### src/rtl/twin_reg_pkg.sv
// Shared types, frame constants and helper functions for the twin-register
// serializer.
package twin_reg_pkg;

  typedef enum logic [2:0] {
    IDLE   = 3'd0,
    START  = 3'd1,
    DATA   = 3'd2,
    PARITY = 3'd3,
    STOP   = 3'd4
  } state_t;

  localparam int DATA_BITS  = 16;
  localparam int FRAME_BITS = 19;

  // Parity bit that makes the total number of ones across data+parity even.
  function automatic logic even_parity16(input logic [DATA_BITS-1:0] data);
    return ^data;
  endfunction

  // Arranges both bytes so that bit 15 of the result is the first bit on the
  // wire. Byte order is always b1 then b2; msb_first picks the bit order.
  function automatic logic [DATA_BITS-1:0] frame_order(
    input logic [7:0] b1,
    input logic [7:0] b2,
    input logic       msb_first
  );
    logic [DATA_BITS-1:0] seq;
    seq = {b1, b2};
    if (!msb_first) begin
      for (int i = 0; i < 8; i++) begin
        seq[15-i] = b1[i];
        seq[7-i]  = b2[i];
      end
    end
    return seq;
  endfunction

endpackage

### src/rtl/twin_reg_serializer_bit_tick_gen.sv
// Bit-period timer: counts 0..CLKS_PER_BIT-1 and flags the terminal count.
// tick_next tells the parent whether the coming cycle will be a tick cycle,
// so the parent can register outputs that line up with the tick.
module bit_tick_gen #(
  parameter int CLKS_PER_BIT = 4
) (
  input  logic clk,
  input  logic rst,
  input  logic restart,
  output logic tick,
  output logic tick_next
);

  localparam logic [7:0] TERM = 8'(CLKS_PER_BIT - 1);

  logic [7:0] cnt;
  logic [7:0] cnt_next;

  // Next count: restart wins, otherwise wrap on the terminal count.
  always_comb begin
    // NOTE: every variable assigned in always_comb gets a value on every path
    // (here via the default first) so no latch is inferred.
    cnt_next = cnt + 8'd1;
    if (restart || cnt == TERM) begin
      cnt_next = '0;
    end
  end

  // Counter register with synchronous active-low clear.
  always_ff @(posedge clk) begin
    // NOTE: sequential state uses non-blocking assignments so every register
    // samples the pre-edge values of the others.
    if (!rst) begin
      cnt <= '0;
    end else begin
      cnt <= cnt_next;
    end
  end

  assign tick      = (cnt == TERM);
  assign tick_next = (cnt_next == TERM);

endmodule

### src/rtl/twin_reg_serializer.sv
// Reads the twin 8-bit register pair (d1, d2) through a valid/ready handshake
// and sends it as one UART-like frame: start, 16 data bits, even parity, stop.
module twin_reg_serializer
  import twin_reg_pkg::*;
#(
  parameter int CLKS_PER_BIT = 4,
  parameter bit MSB_FIRST    = 1'b1
) (
  input  logic       clk,
  input  logic       rst,
  input  logic       load_valid,
  output logic       load_ready,
  input  logic [7:0] d1,
  input  logic [7:0] d2,
  output logic       tx,
  output logic       busy,
  output logic       done
);

  state_t state;
  state_t state_next;

  logic [DATA_BITS-1:0] shreg;
  logic [DATA_BITS-1:0] shreg_next;
  logic [3:0]           bit_idx;
  logic [3:0]           bit_idx_next;
  logic                 parity;
  logic                 parity_next;

  logic tx_next;
  logic busy_next;
  logic done_next;

  logic capture;
  logic tick;
  logic tick_next;

  assign load_ready = rst && (state == IDLE);
  assign capture    = load_valid && load_ready;

  bit_tick_gen #(
    .CLKS_PER_BIT(CLKS_PER_BIT)
  ) u_tick (
    .clk      (clk),
    .rst      (rst),
    .restart  (capture),
    .tick     (tick),
    .tick_next(tick_next)
  );

  // State register.
  always_ff @(posedge clk) begin
    if (!rst) begin
      state <= IDLE;
    end else begin
      state <= state_next;
    end
  end

  // Next-state logic: each non-idle state lasts one bit period; DATA repeats
  // for all 16 bits before moving on.
  always_comb begin
    state_next = state;
    unique case (state)
      IDLE:    if (capture) state_next = START;
      START:   if (tick) state_next = DATA;
      DATA:    if (tick && bit_idx == 4'd15) state_next = PARITY;
      PARITY:  if (tick) state_next = STOP;
      STOP:    if (tick) state_next = IDLE;
      default: state_next = IDLE;
    endcase
  end

  // Datapath next values: latch the bytes and parity at capture, shift one
  // bit out at the end of each data bit period.
  always_comb begin
    shreg_next   = shreg;
    bit_idx_next = bit_idx;
    parity_next  = parity;
    if (capture) begin
      shreg_next   = frame_order(d1, d2, MSB_FIRST);
      bit_idx_next = '0;
      parity_next  = even_parity16({d1, d2});
    end else if (state == DATA && tick) begin
      shreg_next   = {shreg[DATA_BITS-2:0], 1'b0};
      bit_idx_next = bit_idx + 4'd1;
    end
  end

  // Datapath registers.
  always_ff @(posedge clk) begin
    // NOTE: the shift register is a handful of flops, not a memory array, so
    // it is cleared on reset like any other state.
    if (!rst) begin
      shreg   <= '0;
      bit_idx <= '0;
      parity  <= 1'b0;
    end else begin
      shreg   <= shreg_next;
      bit_idx <= bit_idx_next;
      parity  <= parity_next;
    end
  end

  // Output logic: derived from the next state so the registered outputs
  // line up with the state they describe.
  always_comb begin
    tx_next = 1'b1;
    unique case (state_next)
      IDLE:    tx_next = 1'b1;
      START:   tx_next = 1'b0;
      DATA:    tx_next = shreg_next[DATA_BITS-1];
      PARITY:  tx_next = parity_next;
      STOP:    tx_next = 1'b1;
      default: tx_next = 1'b1;
    endcase
    busy_next = (state_next != IDLE);
    done_next = (state_next == STOP) && tick_next;
  end

  // Output registers; reset forces the line idle and aborts any frame.
  always_ff @(posedge clk) begin
    if (!rst) begin
      tx   <= 1'b1;
      busy <= 1'b0;
      done <= 1'b0;
    end else begin
      tx   <= tx_next;
      busy <= busy_next;
      done <= done_next;
    end
  end

endmodule

### config.mk
export PLATFORM = sky130hd
export DESIGN_NAME = twin_reg_serializer
export DESIGN_NICKNAME = d
export VERILOG_FILES = /design/src/rtl/twin_reg_pkg.sv /design/src/rtl/twin_reg_serializer_bit_tick_gen.sv /design/src/rtl/twin_reg_serializer.sv
export SDC_FILE = /design/constraint.sdc
export NUM_CORES = 1
export LEC_CHECK = 0
export BUFFER_PORTS_ARGS = -buffer_cell sky130_fd_sc_hd__buf_2
export CAP_MARGIN = 20
export CORE_MARGIN = 5
export CORE_UTILIZATION = 45
export CTS_CLUSTER_SIZE = 16
export DETAILED_ROUTE_END_ITERATION = 10
export PLACE_DENSITY = 0.65
export SLEW_MARGIN = 20
export SYNTH_ARGS = -nofsm -noshare
export SYNTH_HDL_FRONTEND = slang
export SYNTH_SLANG_ARGS = --single-unit
export TNS_END_PERCENT = 20
### constraint.sdc
create_clock -name clk -period 4.6 [get_ports clk]
set_input_delay 0.46 -clock clk [delete_from_list [all_inputs] [get_ports clk]]
set_output_delay 0.46 -clock clk [all_outputs]
set_load 0.02 [all_outputs]
==> results of run 1 <==
-- final cells by class --
class | instances | area (sq um)
clock buffers | 8 | 100
fillers | 395 | 1770
inverters | 4 | 15.0
multi-input cells | 158 | 990
flip-flops and latches | 35 | 701
well taps | 48 | 60.1
repair buffers | 22 | 110
-- cell families after synthesis --
| group | after synthesis | synth area share (%) |
|---|---|---|
| adder cells (fa/ha/maj) | 2 | 1.42 |
| XOR/XNOR | 24 | 11.9 |
| buffers and inverters | 16 | 4.25 |
| flip-flops | 35 | 39.7 |
| multiplexers | 1 | 0.567 |
| AO/OA/AOI/OAI | 33 | 15.0 |
| AND/OR/NAND/NOR | 98 | 27.2 |
-- flip-flops by register name, indices dropped and copies added, names as in the netlist --
| register | cells |
|---|---|
| busy | 1 |
| tx | 1 |
| bit_idx | 4 |
| state | 3 |
| u_tick.cnt | 8 |
| shreg | 16 |
| done | 1 |
| parity | 1 |
-- per-layer routing --
layer | up-vias | share of wire, % | track usage (%)
li1 | 768 | - | -
met1 | 728 | 46 | 20.8
met2 | 32 | 48 | 26.5
met3 | 7 | 4.6 | 3.99
met4 | 0 | 1.5 | 5.53
met5 | - | 0 | 0
-- metrics by stage --
stage / cells / utilization, %
floorplan: 209 / -
global placement: 267 / 50.1
detailed placement: 267 / 50.1
CTS: 275 / 52.8
global route: 275 / 52.8
finish: 275 / 52.8
-- worst max path at each step --
stage                  startpoint  endpoint  slack [ns]
floorplan                     rst  shreg[2]        2.33
global placement              rst        tx        2.23
detailed placement            rst        tx        2.15
CTS                 u_tick.cnt[0]        tx        2.20
global route        u_tick.cnt[0]        tx        2.02
finish              u_tick.cnt[0]        tx        2.21
-- synth_stat cells, types with 4 or more instances --
library cell	number
nand4_1	4
nand2_1	32
clkbuf_1	7
xnor2_1	17
a311oi_1	11
o221ai_1	5
nor2_1	34
dfxtp_1	35
a21oi_1	5
xor2_1	7
nand3_1	5
-- tightest hold or removal path, cell delays in order --
cell and delay, ns:
buf_2 0.11, nor2_1 0.09, a311oi_1 0.05
-- power groups by stage --
stage               sequential [mW]  combinational, mW  clock [mW]
floorplan                     0.334             0.0707           0
global placement              0.335             0.0956           0
detailed placement            0.335             0.0963           0
CTS                           0.328             0.0975       0.249
global route                  0.330              0.107       0.261
finish                        0.329             0.0966       0.243
==> impl_metrics.env, run 1 <==
export IMPL_status="finished, final reports clean"
export IMPL_synth_area_top_cells="dfxtp_1 (40%), xnor2_1 (8.4%), nor2_1 (7.2%)"
export IMPL_regToRegEndpoint="tx"
export IMPL_syn2layout_area_growth_pct=11.9
export IMPL_fp_coreArea_sq_um=3740
export IMPL_grtUsageTotal_pct=16.2
export IMPL_path_buf_inv=0
export IMPL_p_leak_nw=0.738
export IMPL_critical_path_class="reg -> reg"
export IMPL_finalCritPeriodShare_pct=51.9
export IMPL_synth_edff_count=0
export IMPL_min_from="d1[5]"
export IMPL_cts_resized=0
export IMPL_ys_types=42
export IMPL_p_per_area_nw_per_um2=338
export IMPL_finalInstanceArea_sq_um=1980
export IMPL_r2r_slack_ns=2.21
export IMPL_via_per_inst=5.58
export IMPL_timing_hold_ws_ns=0.473
export IMPL_placed_cell_area_sq_um=1880
export IMPL_synth_top_cell_area_share_pct=39.7
export IMPL_final_hold_viol_count=0
export IMPL_ios=23
export IMPL_firstDrtPassIters=4
export IMPL_initialDrtViolationCount=90
export IMPL_gp_congestion=0.831
export IMPL_nets=247
export IMPL_layout_common_cells="dfxtp_1 (35), nor2_1 (34), nand2_1 (32)"
export IMPL_final_common_cell="dfxtp_1"
export IMPL_drive_gt1_share_pct=17.6
export IMPL_synth_ff_type="dfxtp_1"
export IMPL_yosysSeqAreaShare_pct=39.7
export IMPL_hold_path_class="in -> reg"
export IMPL_worst_ep_arrival_time_ns=2.60
export IMPL_via_count=1535
export IMPL_die_h_microns=72.6
export IMPL_finalSetupTns_ns=0
export IMPL_pwr_share_clk_pct=36.4
export IMPL_reg2regPathDepth=6
export IMPL_ys_seq_elements=35
export IMPL_cts_max_level=2
export IMPL_grt_pass1_wl_microns=6820
export IMPL_skew_ns=0.00631
export IMPL_dp_slack_ns=2.15
export IMPL_initial_utilization_pct=47.2
export IMPL_p_seq_share_pct=49.2
export IMPL_slowest_delay_ns=0.66
export IMPL_overflow=0
export IMPL_antenna_found_initial=0
export IMPL_timing_rr_start="u_tick.cnt[0]"
export IMPL_critPathRequiredTime_ns=4.81
export IMPL_ant_nets=0
export IMPL_max_slew_margin_pct=37.6
export IMPL_worst_path_stages=6
export IMPL_yosys_area_top_type="dfxtp_1"
export IMPL_clock_fmax_mhz=419
export IMPL_dieArea_sq_um=5280
export IMPL_p_switching_uw=170
export IMPL_dieWidth_microns=72.6
export IMPL_hpwl_microns=2690
export IMPL_finalCriticalPeriod_ns=2.39
export IMPL_combPwrFrac_pct=14.4
export IMPL_synth_nets=230
export IMPL_worst_setup_path_end_kind="flip-flop"
export IMPL_clockRootBuffer="clkbuf_8"
export IMPL_cts_tree="done"
export IMPL_cts_sinks=35
export IMPL_synthesis_area_sq_um=1770
export IMPL_io_buffers=22
export IMPL_p_total_uw=669
export IMPL_yosysWarnings=0
export IMPL_grt_max_degree=31
export IMPL_min_to="shreg[13]"
export IMPL_max_cap_viol_count=0
export IMPL_setup_viol=0
export IMPL_internal_power_uw=499
export IMPL_antenna_cells=0
export IMPL_cp_cell_sequence="ha_1 -> nor3b_1 -> and3_1 -> nand2_1 -> a31o_2 -> o211ai_2"
export IMPL_setup_ws_ns=2.21
export IMPL_tightest_slew_ns=0.934
export IMPL_cts_made_buffers=5
export IMPL_crit_path_start_kind="flip-flop"
export IMPL_cts_setup_buffers=0
export IMPL_cts_reportedPaths_clkPinSlew_ns=0.07
export IMPL_vdd_ir_drop_max_uv=192
export IMPL_rows=22
export IMPL_crit_path_max_fanout=18
export IMPL_cp_top_family="simple AND/OR/NAND/NOR gates"
export IMPL_rsz0062_at_grt="no"
export IMPL_grt_pass1_vias=1497
export IMPL_wl_microns=3950
export IMPL_syn_inst=209
export IMPL_clk_latency_ns=0.29
export IMPL_whs_path_depth=3
export IMPL_netSwitchingFraction_pct=25.4
export IMPL_async_flop_share_pct=0
export IMPL_slew_viol_final=0
export IMPL_syn_avg_cell_area_sq_um=8.45
export IMPL_slowest_stage="and3_1"
export IMPL_routedWlPerCell_microns=14.4
export IMPL_drc=0
export IMPL_cts_max_path_buffers=2
export IMPL_cts_hold_buffers=0
Note: power is estimated with default switching activity, not from simulation.
==> run 2, diff against run 1 <==
==> constraint.sdc (replaced) <==
create_clock -name clk -period 2.2 [get_ports clk]
set_input_delay 0.22 -clock clk [delete_from_list [all_inputs] [get_ports clk]]
set_output_delay 0.22 -clock clk [all_outputs]
set_load 0.02 [all_outputs]
==> run 2 against run 1 <==
Net effect:
- setup slack got worse by 2.0 ns
- critical path depth unchanged
- design area increased by 4.2%
- global-route usage decreased by 0.72 points
- clock skew increased by 0.0024 ns
- critical endpoint unchanged
- count of clock-buffer cells in the layout decreased by 2
- combinational power increased by 120%
- register-to-register slack got worse by 2.0 ns
- sequential power increased by 110%
==> impl_metrics.env, run 2 (same netlist as run 1, synthesis figures left out) <==
export IMPL_setup_viol=0
export IMPL_largest_registers="shreg: 16 flops, u_tick.cnt: 8 flops, bit_idx: 4 flops"
export IMPL_status="finished, final reports clean"
export IMPL_largest_reg_flops=16
export IMPL_min_from="d2[3]"
export IMPL_finalInstanceArea_sq_um=2060
export IMPL_rsz0062_at_grt="no"
export IMPL_p_leak_nw=0.789
export IMPL_clock_fmax_mhz=491
export IMPL_grt_pass1_vias=1376
export IMPL_vdd_ir_drop_max_uv=364
export IMPL_regMostFlops="shreg"
export IMPL_gp_congestion=0.835
export IMPL_io_buffers=22
export IMPL_placed_cell_area_sq_um=1960
export IMPL_utilization_pct=55.0
export IMPL_finalSetupTns_ns=0
export IMPL_ios=23
export IMPL_reg2regPathDepth=6
export IMPL_grt_max_degree=31
export IMPL_dp_slack_ns=0.187
export IMPL_cts_reportedPaths_clkPinSlew_ns=0.07
export IMPL_max_cap_viol_count=0
export IMPL_final_hold_viol_count=0
export IMPL_wl_microns=3730
export IMPL_clk_latency_ns=0.29
export IMPL_antenna_cells=0
export IMPL_slew_viol_final=0
export IMPL_drc=0
export IMPL_via_count=1503
export IMPL_hpwl_microns=2760
export IMPL_worst_ep_arrival_time_ns=2.20
export IMPL_routedWlPerCell_microns=13.1
export IMPL_drive_gt1_share_pct=21.2
export IMPL_clockRootBuffer="clkbuf_8"
export IMPL_initial_utilization_pct=47.2
export IMPL_setup_ws_ns=0.165
export IMPL_cts_max_path_buffers=2
export IMPL_r2r_slack_ns=0.16
export IMPL_critPathRequiredTime_ns=2.36
export IMPL_cts_setup_buffers=0
export IMPL_grtUsageTotal_pct=15.5
export IMPL_grt_pass1_wl_microns=6330
export IMPL_nets=257
export IMPL_fp_coreArea_sq_um=3740
export IMPL_finalCritPeriodShare_pct=92.5
export IMPL_hold_path_class="in -> reg"
export IMPL_crit_path_start_kind="flip-flop"
export IMPL_startpoint="u_tick.cnt[0]"
export IMPL_cts_made_buffers=5
export IMPL_cts_tree="done"
export IMPL_initialDrtViolationCount=96
export IMPL_dieArea_sq_um=5280
export IMPL_cts_sinks=35
export IMPL_crit_end="tx"
export IMPL_timing_hold_ws_ns=0.237
export IMPL_max_slew_margin_pct=63.8
export IMPL_regToRegEndpoint="tx"
export IMPL_cts_hold_buffers=0
export IMPL_via_per_inst=5.29
export IMPL_ant_nets=0
export IMPL_crit_path_max_fanout=5
export IMPL_die_h_microns=72.6
export IMPL_critical_path_class="reg -> reg"
export IMPL_tightest_slew_ns=0.538
export IMPL_skew_ns=0.00874
export IMPL_overflow=0
export IMPL_antenna_found_initial=0
export IMPL_cts_resized=0
export IMPL_finalCriticalPeriod_ns=2.04
export IMPL_p_per_area_nw_per_um2=700
export IMPL_syn2layout_area_growth_pct=16.7
export IMPL_rows=22
export IMPL_final_common_cell="dfxtp_1"
export IMPL_layout_common_cells="dfxtp_1 (35), nor2_1 (34), nand2_1 (32)"
export IMPL_dieWidth_microns=72.6
export IMPL_cts_max_level=2
export IMPL_firstDrtPassIters=4
export IMPL_worst_setup_path_end_kind="flip-flop"
export IMPL_timing_rr_start="u_tick.cnt[0]"
-- run 2: cell count changes in the layout (fill, tap and decap cells not counted) --
cell,previous run,this run
buf_4,0,10
bufinv_16,0,1
nor4b_2,0,1
clkbuf_8,7,5
nor4b_1,1,0
-- run 2: power by group --
| group | leakage [nW] | internal, mW | switching, mW |
|---|---|---|---|
| Clock | 0.0513 | 0.332 | 0.217 |
| Sequential | 0.286 | 0.667 | 0.0195 |
| Combinational | 0.452 | 0.0969 | 0.111 |
-- run 2: per-layer routing --
| metal | global-route usage (%) | vias up | part of all wire (%) |
|---|---|---|---|
| li1 | - | 787 | - |
| met1 | 21.2 | 688 | 51 |
| met2 | 23.0 | 24 | 44 |
| met3 | 3.86 | 4 | 3.8 |
| met4 | 6.76 | 0 | 1.1 |
| met5 | 0 | - | 0 |
-- run 2: how the worst min path moves through the flow --
stage | to | slack [ns] | depth (start not counted)
2_1_floorplan | done | 0.36 | 2
3_3_place_gp | shreg[8] | 0.45 | 2
3_5_place_dp | shreg[2] | 0.46 | 2
4_1_cts | shreg[9] | 0.22 | 3
5_1_grt | shreg[9] | 0.23 | 3
6_report | shreg[3] | 0.24 | 3
-- run 2: layout make-up --
cell class	count	area, sq um
Timing Repair Buffer	32	185
Multi-Input combinational cell	158	996
Clock inverter	1	30.0
Inverter	4	15.0
Tap cell	48	60.1
Fill cell	363	1680
Sequential cell	35	701
Clock buffer	6	72.6
-- run 2: metrics by stage --
stage,total power [mW],cells
2_1_floorplan,0.847,209
3_3_place_gp,0.909,277
3_5_place_dp,0.910,277
4_1_cts,1.47,284
5_1_grt,1.52,284
6_report,1.44,284
-- run 2: critical path, stage by stage, from the launching register on --
cell and delay, ns:
dfxtp_1 0.39, ha_1 0.21, or3b_2 0.47, or4_4 0.43, a21oi_2 0.18, o31a_2 0.17
o211ai_2 0.06
